$ cat src/rtl/tlul_host_adapter.sv
// TL-UL host adapter: turns a req/gnt core memory port into TL-UL A-channel requests and
// returns in-order D-channel responses as rvalid/rdata/err.
package tlul_pkg;
  localparam logic [2:0] PutFullData    = 3'h0;
  localparam logic [2:0] PutPartialData = 3'h1;
  localparam logic [2:0] Get            = 3'h4;
  localparam logic [2:0] AccessAck      = 3'h0;
  localparam logic [2:0] AccessAckData  = 3'h1;

  typedef struct packed {
    logic        a_valid;
    logic [2:0]  a_opcode;
    logic [2:0]  a_param;
    logic [1:0]  a_size;
    logic [7:0]  a_source;
    logic [31:0] a_address;
    logic [3:0]  a_mask;
    logic [31:0] a_data;
    logic        d_ready;
  } tl_h2d_t;

  typedef struct packed {
    logic        d_valid;
    logic [2:0]  d_opcode;
    logic [7:0]  d_source;
    logic [31:0] d_data;
    logic        d_error;
    logic        a_ready;
  } tl_d2h_t;
endpackage

module tlul_host_adapter
  import tlul_pkg::*;
#(
  parameter int unsigned MaxOutstanding = 4,
  parameter logic [7:0]  SourceBase     = 8'h00
) (
  input  logic        clock,
  input  logic        reset,
  input  logic        req_i,
  output logic        gnt_o,
  input  logic        we_i,
  input  logic [31:0] addr_i,
  input  logic [31:0] wdata_i,
  input  logic [3:0]  be_i,
  output logic        rvalid_o,
  output logic [31:0] rdata_o,
  output logic        err_o,
  output tl_h2d_t     tl_h_o,
  input  tl_d2h_t     tl_h_i
);
  localparam int unsigned IdxW = (MaxOutstanding > 1) ? $clog2(MaxOutstanding) : 1;
  localparam int unsigned CntW = $clog2(MaxOutstanding + 1);
  localparam logic [CntW-1:0] MaxCnt  = CntW'(MaxOutstanding);
  localparam logic [IdxW-1:0] LastIdx = IdxW'(MaxOutstanding - 1);

  typedef enum logic {EMPTY, PENDING} a_state_e;

  a_state_e        state, state_next;
  logic [IdxW-1:0] wr_idx, rd_idx;
  logic [CntW-1:0] inflight;
  logic [7:0]      fifo_src [MaxOutstanding];
  logic            fifo_we  [MaxOutstanding];

  logic [2:0]  a_opcode_q;
  logic [7:0]  a_source_q;
  logic [31:0] a_address_q;
  logic [3:0]  a_mask_q;
  logic [31:0] a_data_q;

  logic       d_hs, fifo_nonempty, pop;
  logic [7:0] head_src;
  logic       head_we;

  function automatic logic [IdxW-1:0] idx_inc(input logic [IdxW-1:0] i);
    return (i == LastIdx) ? '0 : i + 1'b1;
  endfunction

  assign gnt_o = req_i & ((state == EMPTY) | tl_h_i.a_ready) & (inflight < MaxCnt);

  assign d_hs          = tl_h_i.d_valid;
  assign fifo_nonempty = (inflight != '0);
  assign pop           = d_hs & fifo_nonempty;
  assign head_src      = fifo_src[rd_idx];
  assign head_we       = fifo_we[rd_idx];

  always_ff @(posedge clock) begin
    if (!reset) state <= EMPTY;
    else        state <= state_next;
  end

  always_comb begin
    state_next = state;
    case (state)
      EMPTY:   if (gnt_o) state_next = PENDING;
      PENDING: if (tl_h_i.a_ready && !gnt_o) state_next = EMPTY;
      default: state_next = EMPTY;
    endcase
  end

  always_comb begin
    tl_h_o           = '0;
    tl_h_o.a_valid   = (state == PENDING);
    tl_h_o.a_opcode  = a_opcode_q;
    tl_h_o.a_param   = '0;
    tl_h_o.a_size    = 2'd2;
    tl_h_o.a_source  = a_source_q;
    tl_h_o.a_address = a_address_q;
    tl_h_o.a_mask    = a_mask_q;
    tl_h_o.a_data    = a_data_q;
    tl_h_o.d_ready   = 1'b1;
  end

  always_ff @(posedge clock) begin
    if (!reset) begin
      a_opcode_q  <= Get;
      a_source_q  <= '0;
      a_address_q <= '0;
      a_mask_q    <= '0;
      a_data_q    <= '0;
    end else if (gnt_o) begin
      a_opcode_q  <= !we_i ? Get : ((be_i == 4'hF) ? PutFullData : PutPartialData);
      a_source_q  <= SourceBase | 8'(wr_idx);
      a_address_q <= addr_i & ~32'h3;
      a_mask_q    <= we_i ? be_i : 4'hF;
      a_data_q    <= we_i ? wdata_i : '0;
    end
  end

  // The order-FIFO write pointer doubles as the issue index: both start at 0 and step on gnt.
  always_ff @(posedge clock) begin
    if (gnt_o) begin
      fifo_src[wr_idx] <= SourceBase | 8'(wr_idx);
      fifo_we[wr_idx]  <= we_i;
    end
  end

  always_ff @(posedge clock) begin
    if (!reset) begin
      wr_idx   <= '0;
      rd_idx   <= '0;
      inflight <= '0;
    end else begin
      if (gnt_o) wr_idx <= idx_inc(wr_idx);
      if (pop)   rd_idx <= idx_inc(rd_idx);
      case ({gnt_o, pop})
        2'b10:   inflight <= inflight + 1'b1;
        2'b01:   inflight <= inflight - 1'b1;
        default: inflight <= inflight;
      endcase
    end
  end

  always_ff @(posedge clock) begin
    if (!reset) begin
      rvalid_o <= 1'b0;
      rdata_o  <= '0;
      err_o    <= 1'b0;
    end else begin
      rvalid_o <= d_hs;
      rdata_o  <= '0;
      err_o    <= 1'b0;
      if (d_hs) begin
        if (fifo_nonempty) begin
          rdata_o <= head_we ? '0 : tl_h_i.d_data;
          err_o   <= tl_h_i.d_error | (tl_h_i.d_source != head_src) |
                     (tl_h_i.d_opcode != (head_we ? AccessAck : AccessAckData));
        end else begin
          err_o <= 1'b1;
        end
      end
    end
  end
endmodule

$ cat config.mk
export PLATFORM = sky130hd
export DESIGN_NAME = tlul_host_adapter
export DESIGN_NICKNAME = d
export VERILOG_FILES = /design/src/rtl/tlul_host_adapter.sv
export SDC_FILE = /design/constraint.sdc
export NUM_CORES = 1
export LEC_CHECK = 0
export ABC_CLOCK_PERIOD_IN_PS = 2020
export CAP_MARGIN = 30
export CORE_MARGIN = 2
export CORE_UTILIZATION = 40
export DETAILED_ROUTE_END_ITERATION = 8
export PLACE_DENSITY = 0.8
export RECOVER_POWER = 100
export SLEW_MARGIN = 20
export SYNTH_ARGS = -nofsm -noshare
export SYNTH_HDL_FRONTEND = slang
export SYNTH_SLANG_ARGS = --single-unit
export TNS_END_PERCENT = 1
$ cat constraint.sdc
create_clock -name clock -period 2.02 [get_ports clock]
set_input_delay 0.404 -clock clock [delete_from_list [all_inputs] [get_ports clock]]
set_output_delay 0.404 -clock clock [all_outputs]
set_load 0.02 [all_outputs]
==> impl_metrics.csv <==
group,metric,value,unit
sta,post-route-period-util,0.967,
floorplanning,fp-row-count,39,
logic_synthesis,synth_flop_cell,"dfxtp_1",
placed_design,port-buffer-count,221,
worst_setup_path,required,1.62,ns
logic_synthesis,ys_warn_count,0,
worst_setup_path,max_stage_delay,0.48,ns
sta,finClkSkew,0.00667,ns
floorplanning,io_pins,239,
clocking,numCtsBuffers,17,
logic_synthesis,yosysMostFrequentCell,"dfxtp_1",
drt,vias,4477,
layout,num_antenna_cells,0,
power,ir_worst_vdd,0.606,mV
worst_setup_path,worstReg2RegEnd,"inflight[2]",
drt,dr.first_iter.drc_count,282,
placed_design,pre_cts_ws,-0.424,ns
sta,fmax,0.512,GHz
status,outcome,"finished, final reports clean",
grt,grt_max_degree,76,
min_path,min_path_type,"in -> reg",
logic_synthesis,synth_area_leaders,"dfxtp_1, a21oi_1, edfxtp_1",
clocking,numClockSinks,126,
logic_synthesis,synth_largest_area_cell,"dfxtp_1",
worst_setup_path,crit_arrival,1.55,ns
clocking,htreeDepth,4,
placed_design,dp_hpwl,9880,um
sta,finalCriticalPeriod,1.95,ns
floorplanning,dieHeight,113,um
sta,worst_pin_slew,0.857,ns
logic_synthesis,synth.distinct_cells,37,
clocking,postCtsSetupBuffers,0,
drt,wirelength,14200,um
clocking,clock-root-buffer,"clkbuf_16",
logic_synthesis,netlist_area,4730,um^2
layout,final_util,0.657,
floorplanning,start_util,0.413,
logic_synthesis,synth_cells,491,
drt,detail-route-antenna-nets,0,
logic_synthesis,synth-compound-area-share,0.166,
sta,hold_viol,0,
layout,fillCellCount,947,
drt,wl_per_cell,16.7,um
drt,drc,0,
power,p_leak,3.11,nW
floorplanning,die-width,113,um
grt,antenna_found_initial,0,
min_path,hold_path_startpoint,"tl_h_i[45]",
worst_setup_path,endpoint_kind,"output port",
sta,rsz0062_at_grt,"false",
placed_design,dp.cells,822,
worst_setup_path,slowest_stage,"clkdlybuf4s50_1",
placed_design,finalWeightedCongestion,0.755,
clocking,clk_latency,0.41,ns
worst_setup_path,ff2ff_setup_slack,0.16,ns
logic_synthesis,synth_xor_area_frac,0.00925,
min_path,hold_depth,2,
worst_setup_path,path_cells,"clkdlybuf4s50_1, nor2b_4, nand2_2, inv_1, clkdlybuf4s15_1",
logic_synthesis,synthSimpleGateAreaFrac,0.153,
logic_synthesis,synthArstFlopShare,0,
worst_setup_path,reg2regPathDepth,8,
floorplanning,fp.coreArea,11500,um^2
floorplanning,die-area,12700,um^2
grt,grt_pass1_vias,4530,
clocking,path_clk_slew,0.05,ns
min_path,hold_end,"rvalid_o",
worst_setup_path,crit_path_start_kind,"input pin",
flow_run,drv_cap,0,
logic_synthesis,synth_common_cells,"dfxtp_1, a21oi_1, o21ai_0, clkbuf_1, nand4_1",
sta,finalSetupViolCount,0,
logic_synthesis,synth-edff-count,12,
worst_setup_path,cp_max_fo,3,
grt,overflow,0,
clocking,cts_tree,"yes",
sta,drv_slew,0,
power,fin_total_pwr,7.44,mW
clocking,cts_hold_buf,0,
logic_synthesis,synth-seq-cells,126,
sta,setup_ws,0.0665,ns
drt,vias_per_cell,5.26,
worst_setup_path,crit_type,"in -> out",
layout,area_growth,59.1,%
power,p_per_area,988,nW/um^2
logic_synthesis,synth_top_family_by_area,"compound AO/OA/AOI/OAI gates",
worst_setup_path,timing.rr.start,"inflight[2]",
grt,grt_usage,0.220,
logic_synthesis,synth_mux_area_frac,0.0164,
drt,first_pass_iters,4,
clocking,cts_resized,2,
grt,grt_first_pass_wirelength,22100,um
logic_synthesis,synth.top_cell.area_share,0.482,
clocking,cts_buffer_depth,2,
layout,drive_gt1_frac,0.0678,
logic_synthesis,synthAdderAreaFrac,0.0201,
logic_synthesis,yosysSeqAreaShare,0.558,
sta,relSlewSlack,0.429,
layout,fin_cells,851,
sta,tns,0,ns
logic_synthesis,avgSynthCellArea,9.64,um^2
layout,fin_nets,823,
[kinds of logic after synthesis]
kind of cell | count (synthesis)
muxes | 4
xor gates and xnor gates | 5
buffers and inverters | 73
AOI/OAI and AO/OA | 151
DFF | 126
and+or+nand+nor | 123
other | 2
adders and majority gates | 7
[worst max-delay path by stage]
stage,start,cells after the start,to
2_1_floorplan,tl_h_i[0],8,inflight[2]
4_1_cts,tl_h_i[0],9,inflight[2]
3_3_place_gp,tl_h_i[0],9,inflight[2]
6_report,req_i,5,gnt_o
3_5_place_dp,tl_h_i[0],9,inflight[2]
5_1_grt,req_i,9,inflight[2]
[layer usage]
layer  wire length, um  global-route usage  share of wire
met3              1160              0.0761          0.082
met2              7290               0.395           0.51
met4               381               0.102          0.027
met1              5380               0.230           0.38
met5                 0                   0              0
[flip-flops by register name (all words and copies together) (netlist names), 2 cells and up, named ones only]
signal and count:
a_source_q 2, inflight 3, a_address_q 30, rdata_o 32, a_opcode_q 2, a_data_q 32, a_mask_q 4, rd_idx 2
fifo_src 8, fifo_we 4, wr_idx 2
[layout by cell type, fill, tap and decap left out, types with 2 or more instances in the layout]
cell type,n
and2_0,17
nor2_1,5
clkbuf_1,6
nor3_1,2
clkdlybuf4s50_1,111
ha_1,5
a21oi_1,75
clkbuf_16,17
dlygate4sd3_1,107
o21ai_0,68
dfxtp_1,113
and3_1,4
mux4_2,3
buf_4,10
nand3_1,33
clkbuf_8,5
inv_1,12
edfxtp_1,12
a311oi_1,4
clkbuf_2,2
and2_1,16
xor2_1,4
or3_1,3
dlymetal6s2s_1,2
nand4_1,35
buf_12,2
conb_1,15
[cell type report]
type	count	area, um^2	share of cell area
Sequential cell	126	2640	0.351
Timing Repair Buffer	236	2350	0.312
Multi-Input combinational cell	305	1790	0.238
Clock buffer	28	517	0.0686
Tap cell	143	179	0.0238
Inverter	12	45.0	0.00598
Clock inverter	1	5.00	0.000665
[report_power, final]
| group | internal (mW) | leakage (nW) | switching, mW |
|---|---|---|---|
| logic | 0.822 | 1.81 | 0.985 |
| registers | 2.81 | 1.04 | 0.149 |
| clock network | 1.71 | 0.256 | 0.968 |
| total | 5.34 | 3.11 | 2.10 |
[through the flow]
step	area (um^2)	hold slack (ns)
final	7530	0.375
after global routing	7530	0.392
after CTS	7560	0.472
after detailed placement	7040	0.466
after global placement	7040	0.457
after floorplan	4780	0.463
[critical path: cells and delay by family]
family                 cells  cell delay, ns
buffers and inverters      3            0.91
AND/OR/NAND/NOR            2            0.23
(Power assumes the default switching activity.)
